--- src/rtl/led_scan_driver.sv ---
// Multiplexed seven-segment scan driver: NUM_DIGITS common-anode digits, hex decode, blank/blink/dp per digit.
// Latency: outputs registered one cycle behind the scan counters; a load is visible within one frame plus one cycle.
// Backpressure: none; load is a fire-and-forget strobe, contents commit only at frame boundaries (tear-free).
//
// Ports:
//   clk          core clock, rising edge
//   reset        asynchronous active-low reset
//   digit_data   4-bit hex code per digit, digit i at [4i+3:4i]
//   dp           decimal point enable per digit
//   blank        force digit dark
//   blink        digit dark during blink-off phase
//   load         one-cycle strobe capturing the four vectors into staging
//   led_sel      one-hot digit select, polarity per SEL_ACTIVE_LOW
//   led_out      {dp, g..a}, polarity per SEG_ACTIVE_LOW
//   frame_done   one-cycle pulse in the output cycle after each frame boundary

module led_scan_driver #(
  parameter int NUM_DIGITS     = 4,
  parameter int REFRESH_DIV    = 50000,
  parameter int BLINK_DIV      = 64,
  parameter bit SEL_ACTIVE_LOW = 1'b1,
  parameter bit SEG_ACTIVE_LOW = 1'b1
) (
  input  logic                    clk,
  input  logic                    reset,
  input  logic [4*NUM_DIGITS-1:0] digit_data,
  input  logic [NUM_DIGITS-1:0]   dp,
  input  logic [NUM_DIGITS-1:0]   blank,
  input  logic [NUM_DIGITS-1:0]   blink,
  input  logic                    load,
  output logic [NUM_DIGITS-1:0]   led_sel,
  output logic [7:0]              led_out,
  output logic                    frame_done
);

  // Counter widths are clamped to at least one bit so NUM_DIGITS = 1 and
  // BLINK_DIV = 1 still elaborate cleanly.
  localparam int PCNT_W = $clog2(REFRESH_DIV);
  localparam int IDX_W  = (NUM_DIGITS > 1) ? $clog2(NUM_DIGITS) : 1;
  localparam int FCNT_W = (BLINK_DIV > 1) ? $clog2(BLINK_DIV) : 1;

  localparam logic [PCNT_W-1:0]     PCNT_TC   = PCNT_W'(REFRESH_DIV - 1);
  localparam logic [IDX_W-1:0]      IDX_LAST  = IDX_W'(NUM_DIGITS - 1);
  localparam logic [FCNT_W-1:0]     FCNT_LAST = FCNT_W'(BLINK_DIV - 1);
  localparam logic [NUM_DIGITS-1:0] SEL_OFF   = {NUM_DIGITS{SEL_ACTIVE_LOW}};
  localparam logic [7:0]            SEG_OFF   = {8{SEG_ACTIVE_LOW}};

  // Active-high hex decode, bit order g..a.
  function automatic logic [6:0] f_hex7(input logic [3:0] code);
    logic [6:0] seg;
    case (code)
      4'h0:    seg = 7'h3F;
      4'h1:    seg = 7'h06;
      4'h2:    seg = 7'h5B;
      4'h3:    seg = 7'h4F;
      4'h4:    seg = 7'h66;
      4'h5:    seg = 7'h6D;
      4'h6:    seg = 7'h7D;
      4'h7:    seg = 7'h07;
      4'h8:    seg = 7'h7F;
      4'h9:    seg = 7'h6F;
      4'hA:    seg = 7'h77;
      4'hB:    seg = 7'h7C;
      4'hC:    seg = 7'h39;
      4'hD:    seg = 7'h5E;
      4'hE:    seg = 7'h79;
      default: seg = 7'h71;
    endcase
    return seg;
  endfunction

  // Scan state
  logic [PCNT_W-1:0] r_pcnt;
  logic [IDX_W-1:0]  r_idx;
  logic [FCNT_W-1:0] r_fcnt;
  logic              r_blink_phase;

  // Staging and display register sets
  logic [4*NUM_DIGITS-1:0] r_stg_data, r_dsp_data;
  logic [NUM_DIGITS-1:0]   r_stg_dp,   r_dsp_dp;
  logic [NUM_DIGITS-1:0]   r_stg_blank, r_dsp_blank;
  logic [NUM_DIGITS-1:0]   r_stg_blink, r_dsp_blink;

  logic w_pcnt_tc;
  logic w_idx_last;
  logic w_frame_end;

  assign w_pcnt_tc   = (r_pcnt == PCNT_TC);
  assign w_idx_last  = (r_idx == IDX_LAST);
  assign w_frame_end = w_pcnt_tc & w_idx_last;

  // Prescaler and digit index
  always_ff @(posedge clk or negedge reset) begin
    if (!reset) begin
      r_pcnt <= '0;
      r_idx  <= '0;
    end else if (w_pcnt_tc) begin
      r_pcnt <= '0;
      r_idx  <= w_idx_last ? '0 : r_idx + 1'b1;
    end else begin
      r_pcnt <= r_pcnt + 1'b1;
    end
  end

  // Frame counter and blink phase; phase changes only at a frame boundary
  // so a digit never flickers part-way through a frame.
  always_ff @(posedge clk or negedge reset) begin
    if (!reset) begin
      r_fcnt        <= '0;
      r_blink_phase <= 1'b0;
    end else if (w_frame_end) begin
      if (r_fcnt == FCNT_LAST) begin
        r_fcnt        <= '0;
        r_blink_phase <= ~r_blink_phase;
      end else begin
        r_fcnt <= r_fcnt + 1'b1;
      end
    end
  end

  // Staging: last load in a frame wins.
  always_ff @(posedge clk or negedge reset) begin
    if (!reset) begin
      r_stg_data  <= '0;
      r_stg_dp    <= '0;
      r_stg_blank <= '1;
      r_stg_blink <= '0;
    end else if (load) begin
      r_stg_data  <= digit_data;
      r_stg_dp    <= dp;
      r_stg_blank <= blank;
      r_stg_blink <= blink;
    end
  end

  // Display commits at the frame boundary. A load landing on the boundary
  // cycle itself would otherwise miss this commit and wait a whole extra
  // frame, so the live inputs bypass staging in that case.
  always_ff @(posedge clk or negedge reset) begin
    if (!reset) begin
      r_dsp_data  <= '0;
      r_dsp_dp    <= '0;
      r_dsp_blank <= '1;
      r_dsp_blink <= '0;
    end else if (w_frame_end) begin
      if (load) begin
        r_dsp_data  <= digit_data;
        r_dsp_dp    <= dp;
        r_dsp_blank <= blank;
        r_dsp_blink <= blink;
      end else begin
        r_dsp_data  <= r_stg_data;
        r_dsp_dp    <= r_stg_dp;
        r_dsp_blank <= r_stg_blank;
        r_dsp_blink <= r_stg_blink;
      end
    end
  end

  // Output decode for the digit currently addressed by r_idx
  logic [3:0]            w_code;
  logic [6:0]            w_seg;
  logic                  w_dark;
  logic [NUM_DIGITS-1:0] w_onehot;
  logic [NUM_DIGITS-1:0] w_sel_nxt;
  logic [7:0]            w_out_nxt;

  assign w_code   = r_dsp_data[{r_idx, 2'b00} +: 4];
  assign w_seg    = f_hex7(w_code);
  assign w_dark   = r_dsp_blank[r_idx] | (r_dsp_blink[r_idx] & r_blink_phase);
  assign w_onehot = NUM_DIGITS'(1) << r_idx;

  // Polarity is applied by XOR with the all-off pattern just before the
  // output register. The dead-time cycle (pcnt = 0) deselects all digits so
  // the previous digit's segments cannot ghost onto the new one.
  always_comb begin
    w_sel_nxt = SEL_OFF;
    w_out_nxt = SEG_OFF;
    if (!w_dark) begin
      w_out_nxt = {r_dsp_dp[r_idx], w_seg} ^ SEG_OFF;
      if (r_pcnt != '0) begin
        w_sel_nxt = w_onehot ^ SEL_OFF;
      end
    end
  end

  always_ff @(posedge clk or negedge reset) begin
    if (!reset) begin
      led_sel    <= SEL_OFF;
      led_out    <= SEG_OFF;
      frame_done <= 1'b0;
    end else begin
      led_sel    <= w_sel_nxt;
      led_out    <= w_out_nxt;
      frame_done <= w_frame_end;
    end
  end

endmodule
--- config.mk ---
export PLATFORM = sky130hd
export DESIGN_NAME = led_scan_driver
export DESIGN_NICKNAME = d
export VERILOG_FILES = /design/src/rtl/led_scan_driver.sv
export SDC_FILE = /design/constraint.sdc
export NUM_CORES = 1
export LEC_CHECK = 0
export BUFFER_PORTS_ARGS = -buffer_cell sky130_fd_sc_hd__buf_4
export CORE_MARGIN = 2
export CORE_UTILIZATION = 59
export DETAILED_ROUTE_END_ITERATION = 16
export HOLD_SLACK_MARGIN = 0.08
export PLACE_DENSITY_LB_ADDON = 0.3
export SLEW_MARGIN = 30
export SYNTH_ARGS = -nofsm -noshare
export SYNTH_HDL_FRONTEND = slang
export SYNTH_SLANG_ARGS = --single-unit
--- constraint.sdc ---
create_clock -name clk -period 2.6 [get_ports clk]
set_clock_uncertainty 0.2 [all_clocks]
set_input_delay 0.52 -clock clk [delete_from_list [all_inputs] [get_ports clk]]
set_output_delay 0.52 -clock clk [all_outputs]
set_load 0.1 [all_outputs]
# After elaboration in Yosys (flattened, before gate mapping)
# Memory sizes are Yosys's and may differ from the RTL's.
# Index checks and enable logic that the tools add are counted.
[totals]
wordCells = 49
register_bits = 94
memories = 1
romBits = 112
[memory_table]
columns = ["memory", "depth", "width", "read_ports", "rd_clocked_by_memory_dff", "write_ports", "line", "text"]
rows = [
  ["(name not given)", 16, 7, 1, 0, 0, "51", "case (code)"],
]
[classes]
addsub = 3
shift = 2
magnitude_cmp = 1
eq_ne = 3
n_reduce_logical = 2
muxes = 16
bitwise = 6
[ops]
columns = ["operator", "n"]
rows = [
  ["2-to-1 mux 16 bit", 2],
  ["2-to-1 mux 4 bit", 5],
  ["adder 16 x 1 -> 16 bit, second input constant", 1],
  ["== test 16 bit, second input constant", 1],
  ["nonzero test 16 bit", 1],
  ["indexed part select 16 x 5 -> 4 bit", 1],
  ["2-to-1 mux 8 bit", 1],
  ["NOT 8 bit", 1],
  ["adder 6 x 1 -> 6 bit, second input constant", 1],
  ["binary-select mux 1 bit (select 2 bit)", 3],
  ["== test 6 bit, second input constant", 1],
  ["2-to-1 mux 6 bit", 1],
  ["NOT 4 bit", 1],
  ["<< shifter 1 x 2 -> 4 bit, first input constant", 1],
  ["< comparator 2 x 3 -> 1 bit, second input constant", 1],
  ["2-to-1 mux 1 bit", 3],
  ["adder 2 x 1 -> 2 bit, second input constant", 1],
  ["AND 1 bit", 2],
  ["== test 2 bit, second input constant", 1],
  ["2-to-1 mux 2 bit", 1],
  ["AND reduction 2 bit", 1],
  ["NOT 1 bit", 1],
  ["OR 1 bit", 1],
]

# Longest topological paths before layout
# Gate-level depths: netlist of the first run.
[depth]
word_depth = 5
ltp_mapped = 7
ltp_nobuf = 6

# Worst setup path before layout of the first run
# No wires, ideal clock.
[synth_timing]
path_kind = "reg-to-reg"
start = "reg r_idx[0]"
end = "reg led_out[0]"
synth_period_minus_slack_ns = 2.200
path_stages_with_launch = 8
required_time_ns = 2.309
arrival_ns = 1.910
n_path_buf = 1
slack_ns = 0.400
setup_ns = 0.091
path_cell_list = "dfrtp_1 buf_4 mux4_2 inv_1 ha_1 nor2_1 a22o_1 o31ai_1"
[synth_between]
elab_chain_len = 5
[synth_rtl]
columns = ["item", "line", "text"]
rows = [
  ["start, declared", "74", "logic [IDX_W-1:0] r_idx;"],
  ["start signal, assigned", "99", "r_idx <= w_idx_last ? '0 : r_idx + 1'b1;"],
  ["parallel branches: the longest is 4 deep, another holds memory read (16 x 7 bit)", "--", ""],
  ["2-to-1 mux 8 bit (*)", "179", "if (!w_dark) begin"],
  ["named net w_out_nxt[0]", "166", "logic [7:0] w_out_nxt;"],
  ["end signal, assigned", "194", "led_out <= w_out_nxt;"],
  ["end, declared", "32", "output logic [7:0] led_out,"],
]
# Mark *: on every way through the listed nets, which the timed path passes. The select of a mux whose other input is x is not followed.
# A chain may end at the register's enable or synchronous reset.

# Worst setup path after layout of the first run
# Ends and elaborated chain as after synthesis.

==> results of run 1 <==
[synth_stat cells, types with 4 or more instances]
library cell  count  area [µm²]
mux2_4           30         450
buf_2             4        20.0
inv_1             7        26.3
a21oi_1           8        40.0
dfrtp_1          74        1850
nor2_1           12        45.0
xnor2_1           4        35.0
dfstp_2          20         526
mux2_2           30         338
xor2_1           13         114
nand4_1           7        43.8
nand3_1          13        65.1
mux2i_1           6        60.1
ha_1             13         163
nand2_1          15        56.3
nor3_1            4        20.0
mux4_2            6         135
o21ai_0           6        30.0
[worst min path at each step]
stage / endpoint / slack (ps) / start / cells past startpoint
floorplan: frame_done$_DFF_PN0_ / 20 / reset / 0
global placement: r_fcnt[4]$_DFFE_PN0P_ / 250 / r_fcnt[4]$_DFFE_PN0P_ / 1
detailed placement: r_fcnt[4]$_DFFE_PN0P_ / 260 / r_fcnt[4]$_DFFE_PN0P_ / 1
CTS: r_stg_data[9]$_DFF_PN0_ / 190 / digit_data[9] / 2
global route: r_stg_data[7]$_DFF_PN0_ / 190 / digit_data[7] / 2
finish: r_stg_data[7]$_DFF_PN0_ / 210 / digit_data[7] / 2
[critical path: stages (launching register included)]
cell and delay (ps):
dfrtp_1 510, mux4_2 610, inv_1 180, ha_1 270, nor2_1 60, a22o_1 200
o31ai_1 240
[cell families (layout without fill, tap and decap cells)]
| kind of cell | Yosys count | count (layout) | synth area share |
|---|---|---|---|
| AO/OA/AOI/OAI | 30 | 30 | 0.0430 |
| XOR/XNOR | 17 | 17 | 0.0335 |
| adder cells (fa/ha/maj) | 13 | 13 | 0.0365 |
| buffers and inverters | 18 | 74 | 0.0301 |
| flip-flops | 94 | 94 | 0.534 |
| multiplexers | 72 | 72 | 0.221 |
| AND/OR/NAND/NOR | 77 | 77 | 0.102 |
[area by class of cell]
| cell class | instances | area share |
|---|---|---|
| inverter | 9 | 0.00768 |
| sequential | 94 | 0.471 |
| clock buffer | 11 | 0.0280 |
| timing repair buffer | 49 | 0.0733 |
| tap | 99 | 0.0245 |
| multi-input combinational | 209 | 0.384 |
| clock inverter | 5 | 0.0116 |
[power breakdown]
part	leakage, nW	internal (mW)	total [mW]	switching, mW
clock	0.0955	0.471	0.974	0.503
sequential	1.17	1.51	1.52	0.0108
combinational	0.977	0.0732	0.141	0.0677
[routing by layer]
layer	up-vias	global-route usage	share of wire
li1	1253	-	-
met5	-	0	0
met2	44	0.366	0.52
met1	1360	0.277	0.44
met3	10	0.0651	0.033
met4	0	0.0593	0.0090
[flip-flops by register name, summed over array words and instances, names as in the netlist, 2 cells and up]
| name | flops |
|---|---|
| led_out | 8 |
| led_sel | 4 |
| r_dsp_blank | 4 |
| r_dsp_blink | 4 |
| r_dsp_data | 16 |
| r_dsp_dp | 4 |
| r_fcnt | 6 |
| r_idx | 2 |
| r_pcnt | 16 |
| r_stg_blank | 4 |
| r_stg_blink | 4 |
| r_stg_data | 16 |
| r_stg_dp | 4 |
[repair_timing]
action / in CTS / in global routing
hold buffers: 1 / 0
setup buffers: 0 / 0
gates resized for setup: 0 / 0
endpoints found under the setup margin: 0 / 0
endpoints found under the hold margin: 34 / 0
[stage by stage]
step           total power [mW]   util  cells  hold slack [ps]  instance area [µm²]
3_5_place_dp               1.69  0.664    459              257                 4840
4_1_cts                    2.67  0.693    476              194                 5050
6_report                   2.63  0.693    476              208                 5050
3_3_place_gp               1.68  0.664    459              252                 4840
2_1_floorplan              1.61      -    321             24.4                 4450
5_1_grt                    2.75  0.693    476              188                 5050
==> metrics.cfg, run 1 <==
[run_status]
outcome = complete, no violations

[global_routing]
grt_pass1_wl_mm = 14.2
grt-ovfl-total = 0
grt_usage = 0.218
antenna_found_initial = 0
grt_max_degree = 43
grt_pass1_vias = 2878

[power_and_ir_drop]
leakage_nw = 2.25
ir_drop_mv = 0.252
power_density_nw_per_um2 = 522

[setup_path]
critical_path_class = reg -> reg
setup.worst_path.end = led_out[0]$_DFF_PN1_
startpoint = r_idx[0]$_DFFE_PN0N_
r2r_start = r_idx[0]$_DFFE_PN0N_
crit_fanout = 6
r2r_end = led_out[0]$_DFF_PN1_
cp.arrival_ps = 2450
crit_path_end_kind = flip-flop
critPathRequiredTime_ps = 2680
ff2ff_setup_slack_ps = 230
worstSetupStartpointType = flip-flop
r2r_cells = 6

[layout]
final.fill_count = 528
seq_area_um2 = 2380
final_common_cell = dfrtp_1
multi_input_area_um2 = 1940
fin_nets = 416
mostFrequentLayoutCells = 74 x dfrtp_1, 48 x buf_4, 30 x mux2_2, 30 x mux2_4, 20 x dfstp_2
drive_gt1_frac = 0.424
syn_to_final_growth_pct = 13.5
antenna_cells = 0

[sta]
timing.fmax_mhz = 422
min_period_ps = 2370
period_share = 0.912
setup-tns-final_ps = 0
drv_slew = 0
hold_violations = 0
setup_violations = 0
rsz0062_at_grt = no
worst_pin_slew_ps = 522
setup_ws_ps = 229
slew_headroom = 0.652

[floorplanning]
die-height_um = 90.9
num_rows = 31
core_area_um2 = 7290
dieArea_um2 = 8250
io_pins = 44
start_util = 0.610
die_w_um = 90.9

[logic_synthesis]
async_flop_share = 1.00
synth_ff_type = dfrtp_1
syn_avg_cell_area_um2 = 13.9
ys_ff_latch = 94
seq_area_frac_synth = 0.534
syn_inst = 321
yosys.cell_types.count = 50
yosysWarnings = 0
synth_fp_nets = 365
synth_edf_count = 0
syn-cell-area_um2 = 4450

[detailed_routing]
drtAntennaViolNets = 0
drt-total-wl_mm = 7.91
vias = 2667
route.detailed.drc = 0
via_per_inst = 5.60
dr.first_iter.drc_count = 101
dr.pass1.iters = 4
detail_route.wl_per_cell_um = 16.6

[clock_network]
clockBufferDepth = 2
insertion_delay_ps = 360
htree_levels = 3
cts_tree = built
clk_pin_slew_ps = 90
cts_buffers = 9
cts.root.buffer_cell = clkbuf_8
cts.sinks = 94

[min_path]
hold_path.class = in -> reg

[job]
maxCapViolations = 0

[place]
gp_congestion = 0.841
portBuffers = 43
dp_hpwl_mm = 5.50
dpl_worst_slack_ps = 256

(Power assumes the default switching activity.)
==> run 2, diff against run 1 <==
- CORE_MARGIN: 2 -> default
==> metrics.cfg, run 2 (synthesized netlist as in run 1, its figures left out) <==
[run_status]
outcome = complete, no violations

[power_and_ir_drop]
swShare = 0.222
seqPwrFrac = 0.574
p_sw_mw = 0.587
p_int_mw = 2.06
leakage_nw = 2.25
ir_drop_mv = 0.499
power_frac_comb = 0.053
p_clk_frac = 0.372
power_density_nw_per_um2 = 523

[sta]
rsz0062_at_grt = no
period_share = 0.894
worst_pin_slew_ps = 528
drv_slew = 0
slew_headroom = 0.648
setup-tns-final_ps = 0
setup_ws_ps = 276
timing.fmax_mhz = 430
setup_violations = 0
min_period_ps = 2320
hold_violations = 0

[floorplanning]
num_rows = 31
die-height_um = 88.9
core_area_um2 = 7250
dieArea_um2 = 7890
io_pins = 44
die_w_um = 88.9
start_util = 0.614

[clock_network]
cts_tree = built
insertion_delay_ps = 350
cts.root.buffer_cell = clkbuf_8
cts_buffers = 9
ctsHoldBuffers = 1
cts-resized-gates = 0
cts.sinks = 94
clk_pin_slew_ps = 90
cts_setup_buffers = 0
htree_levels = 3
clockBufferDepth = 2

[detailed_routing]
detail_route.wl_per_cell_um = 16.0
via_per_inst = 5.52
dr.pass1.iters = 4
drt-total-wl_mm = 7.59
vias = 2624
route.detailed.drc = 0
drtAntennaViolNets = 0
dr.first_iter.drc_count = 109

[layout]
seq_area_um2 = 2380
syn_to_final_growth_pct = 13.8
multi_input_area_um2 = 1940
final_common_cell = dfrtp_1
fin_nets = 415
fin_area_um2 = 5060
biggestRegsByFlops = r_dsp_data (16), r_pcnt (16), r_stg_data (16)
final.fill_count = 511
antenna_cells = 0
mostFrequentLayoutCells = 74 x dfrtp_1, 46 x buf_4, 30 x mux2_2, 30 x mux2_4, 20 x dfstp_2
drive_gt1_frac = 0.426

[setup_path]
critPathRequiredTime_ps = 2670
crit_path_cell_trace = mux4_2, inv_1, ha_1, nor2_1, a22o_1, o31ai_1
slowest_stage = mux4_2
crit_fanout = 6
setup.worst_path.end = led_out[0]$_DFF_PN1_
worstSetupStartpointType = flip-flop
slowest_delay_ps = 600
r2r_cells = 6
startpoint = r_idx[0]$_DFFE_PN0N_
r2r_start = r_idx[0]$_DFFE_PN0N_
ff2ff_setup_slack_ps = 280
crit_path_end_kind = flip-flop
critical_path_class = reg -> reg
r2r_end = led_out[0]$_DFF_PN1_
cp.arrival_ps = 2400

[global_routing]
grt_usage = 0.218
grt-ovfl-total = 0
grt_pass1_wl_mm = 12.7
antenna_found_initial = 0
grt_max_degree = 44
grt_pass1_vias = 2640

[min_path]
hold_path.class = in -> reg

[place]
dp_hpwl_mm = 5.21
portBuffers = 43
dpl_worst_slack_ps = 296
gp_congestion = 0.823
placed_cell_area_um2 = 4840

[job]
maxCapViolations = 0

[run 2: changes by cell type in the layout (fill, tap and decap cells not counted)]
cell,previous run,this run
buf_4,48,46
clkinv_4,1,3
buf_12,0,1
clkbuf_1,1,0
clkinv_2,1,0
[run 2: final cells by class]
| class | instances | share of cell area |
|---|---|---|
| sequential | 94 | 0.469 |
| multi-input combinational | 209 | 0.383 |
| timing repair buffer | 48 | 0.0741 |
| clock buffer | 10 | 0.0272 |
| tap | 99 | 0.0245 |
| clock inverter | 6 | 0.0141 |
| inverter | 9 | 0.00766 |
[run 2: layer usage]
layer	vias to the layer above	part of all wire	track usage
met2	50	0.50	0.361
met4	0	0.016	0.0660
li1	1253	-	-
met5	-	0	0
met3	16	0.035	0.0560
met1	1305	0.45	0.284
[run 2: worst max-delay path, delay by kind of cell, from the launching register on]
kind / cells / cell delay (ps)
fa+ha+maj: 1 / 280
mux: 1 / 600
simple gates: 1 / 70
flops: 1 / 490
buf+inv: 1 / 170
compound gates: 2 / 450
[run 2: metrics by stage]
step           power, mW  hold WS, ps  utilization  std cells
2_1_floorplan       1.61         24.4            -        321
3_3_place_gp        1.68          253        0.668        458
3_5_place_dp        1.69          260        0.668        458
4_1_cts             2.68          200        0.698        475
5_1_grt             2.75          198        0.698        475
6_report            2.65          217        0.698        475
[run 2: power groups by stage]
stage	Sequential, mW	Combinational (mW)	Clock [mW]
floorplan	1.54	0.0639	0
global placement	1.55	0.139	0
detailed placement	1.55	0.143	0
CTS	1.52	0.145	1.01
global route	1.52	0.157	1.07
finish	1.52	0.141	0.986
[run 2: worst min-delay path by stage]
stage,slack [ps],end,startpoint,depth (start not counted)
2_1_floorplan,20,frame_done$_DFF_PN0_,reset,0
3_3_place_gp,250,r_fcnt[4]$_DFFE_PN0P_,r_fcnt[4]$_DFFE_PN0P_,1
3_5_place_dp,260,r_fcnt[4]$_DFFE_PN0P_,r_fcnt[4]$_DFFE_PN0P_,1
4_1_cts,200,r_stg_data[7]$_DFF_PN0_,digit_data[7],2
5_1_grt,200,r_stg_blink[0]$_DFF_PN0_,blink[0],2
6_report,220,r_stg_blink[0]$_DFF_PN0_,blink[0],2
==> run 3, diff against run 2 <==
- CORE_ASPECT_RATIO: default -> 1.25
==> metrics.cfg, run 3 (synthesized netlist as in run 1, its figures left out) <==
[sta]
worst_pin_slew_ps = 457
setup-tns-final_ps = 0
hold_violations = 0
slew_headroom = 0.686
min_period_ps = 2330
timing.fmax_mhz = 429
rsz0062_at_grt = no
setup_violations = 0
period_share = 0.897
setup_ws_ps = 267
hold_ws_ps = 190
drv_slew = 0

[layout]
antenna_cells = 0
mostFrequentLayoutCells = 74 x dfrtp_1, 47 x buf_4, 30 x mux2_2, 30 x mux2_4, 20 x dfstp_2
biggestRegsByFlops = r_dsp_data (16), r_pcnt (16), r_stg_data (16)
drive_gt1_frac = 0.427
fin_area_um2 = 5060
final_common_cell = dfrtp_1
syn_to_final_growth_pct = 13.7
fin_nets = 416
finalNonFillerCells = 469

[setup_path]
crit_fanout = 8
ff2ff_setup_slack_ps = 270
slowest_stage = dfrtp_1
worstSetupStartpointType = flip-flop
r2r_end = led_out[0]$_DFF_PN1_
crit_path_cell_trace = mux4_2, inv_1, ha_1, nor2_1, a22o_1, o31ai_1
slowest_delay_ps = 610
r2r_start = r_idx[1]$_DFFE_PN0N_
critical_path_class = reg -> reg
cp.arrival_ps = 2430
crit_path_end_kind = flip-flop
r2r_cells = 6
critPathRequiredTime_ps = 2690

[global_routing]
grtUsageMet2 = 0.373
grt-ovfl-total = 0
busiest_layer = met2
met1_usage = 0.291
grt_util_met3 = 0.0505
antenna_found_initial = 0
grt_max_degree = 34
grt_pass1_vias = 2837
grt_usage = 0.227
grt_pass1_wl_mm = 13.5

[floorplanning]
start_util = 0.605
dieArea_um2 = 7900
die-height_um = 99.1
core_area_um2 = 7360
num_rows = 35
io_pins = 44
die_w_um = 79.7

[detailed_routing]
route.detailed.drc = 0
detail_route.wl_per_cell_um = 16.8
drt-total-wl_mm = 7.87
dr.first_iter.drc_count = 79
drtAntennaViolNets = 0
via_per_inst = 5.63
dr.pass1.iters = 4
vias = 2641

[place]
dp_cells = 452
portBuffers = 43
dpl_worst_slack_ps = 284
dp_hpwl_mm = 5.48
gp_congestion = 0.857
placed_cell_area_um2 = 4840

[clock_network]
cts_buffers = 9
ctsHoldBuffers = 1
clockBufferDepth = 2
insertion_delay_ps = 380
htree_levels = 3
cts_tree = built
clk_pin_slew_ps = 110
cts_setup_buffers = 0
cts.sinks = 94
cts.root.buffer_cell = clkbuf_8
cts-resized-gates = 0

[min_path]
hold_depth = 2
hold_path.class = in -> reg
min_to = r_stg_data[9]$_DFF_PN0_
hold_path_startpoint = digit_data[9]

[power_and_ir_drop]
leakage_nw = 2.26
power_density_nw_per_um2 = 525
ir_drop_mv = 0.439

[run_status]
outcome = complete, no violations

[job]
maxCapViolations = 0

==> run 3: changes by cell type in the layout (fill, tap and decap cells not counted) <==
cell,before,now
inv_8,0,3
inv_6,1,3
clkinv_8,0,2
clkinvlp_4,2,0
clkbuf_8,10,9
buf_4,46,47
bufinv_16,1,0
clkinv_4,3,0
==> run 3: how the worst max path moves through the flow <==
stage,startpoint,to,cells past startpoint
2_1_floorplan,r_idx[0]$_DFFE_PN0N_,led_out[0]$_DFF_PN1_,7
3_3_place_gp,r_idx[1]$_DFFE_PN0N_,led_out[0]$_DFF_PN1_,6
3_5_place_dp,r_idx[1]$_DFFE_PN0N_,led_out[0]$_DFF_PN1_,6
4_1_cts,r_idx[1]$_DFFE_PN0N_,led_out[0]$_DFF_PN1_,6
5_1_grt,r_idx[1]$_DFFE_PN0N_,led_out[0]$_DFF_PN1_,6
6_report,r_idx[1]$_DFFE_PN0N_,led_out[0]$_DFF_PN1_,6
==> run 3: worst max-delay path, delay by kind of cell (launching register included) <==
kind / cells / cell delay [ps]
AOI/OAI and AO/OA: 2 / 450
adders and majority gates: 1 / 290
buffers and inverters: 1 / 190
DFF: 1 / 610
muxes: 1 / 450
and+or+nand+nor: 1 / 60
==> run 3: metrics by stage <==
step / total power, mW / utilization
2_1_floorplan: 1.61 / -
3_3_place_gp: 1.69 / 0.658
3_5_place_dp: 1.70 / 0.658
4_1_cts: 2.69 / 0.688
5_1_grt: 2.76 / 0.688
6_report: 2.66 / 0.688
==> run 3: power breakdown <==
group	internal, mW	leakage, nW	switching, mW
registers	1.51	1.17	0.0116
clock network	0.391	0.106	0.601
logic	0.0754	0.981	0.0685
total	1.98	2.26	0.681
==> run 3: cell type report <==
type | count | area (µm²)
fillers | 542 | 2300
clock inverters | 7 | 83.8
well taps | 92 | 115
inverters | 9 | 38.8
flip-flops and latches | 94 | 2380
clock buffers | 9 | 124
multi-input cells | 209 | 1940
repair buffers | 49 | 383
==> run 3: layer usage <==
layer | vias to the layer above | wire [µm] | part of all wire
li1 | 1260 | - | -
met1 | 1323 | 3500 | 0.44
met2 | 43 | 3960 | 0.50
met3 | 15 | 231 | 0.029
met4 | 0 | 181 | 0.023
met5 | - | 0 | 0
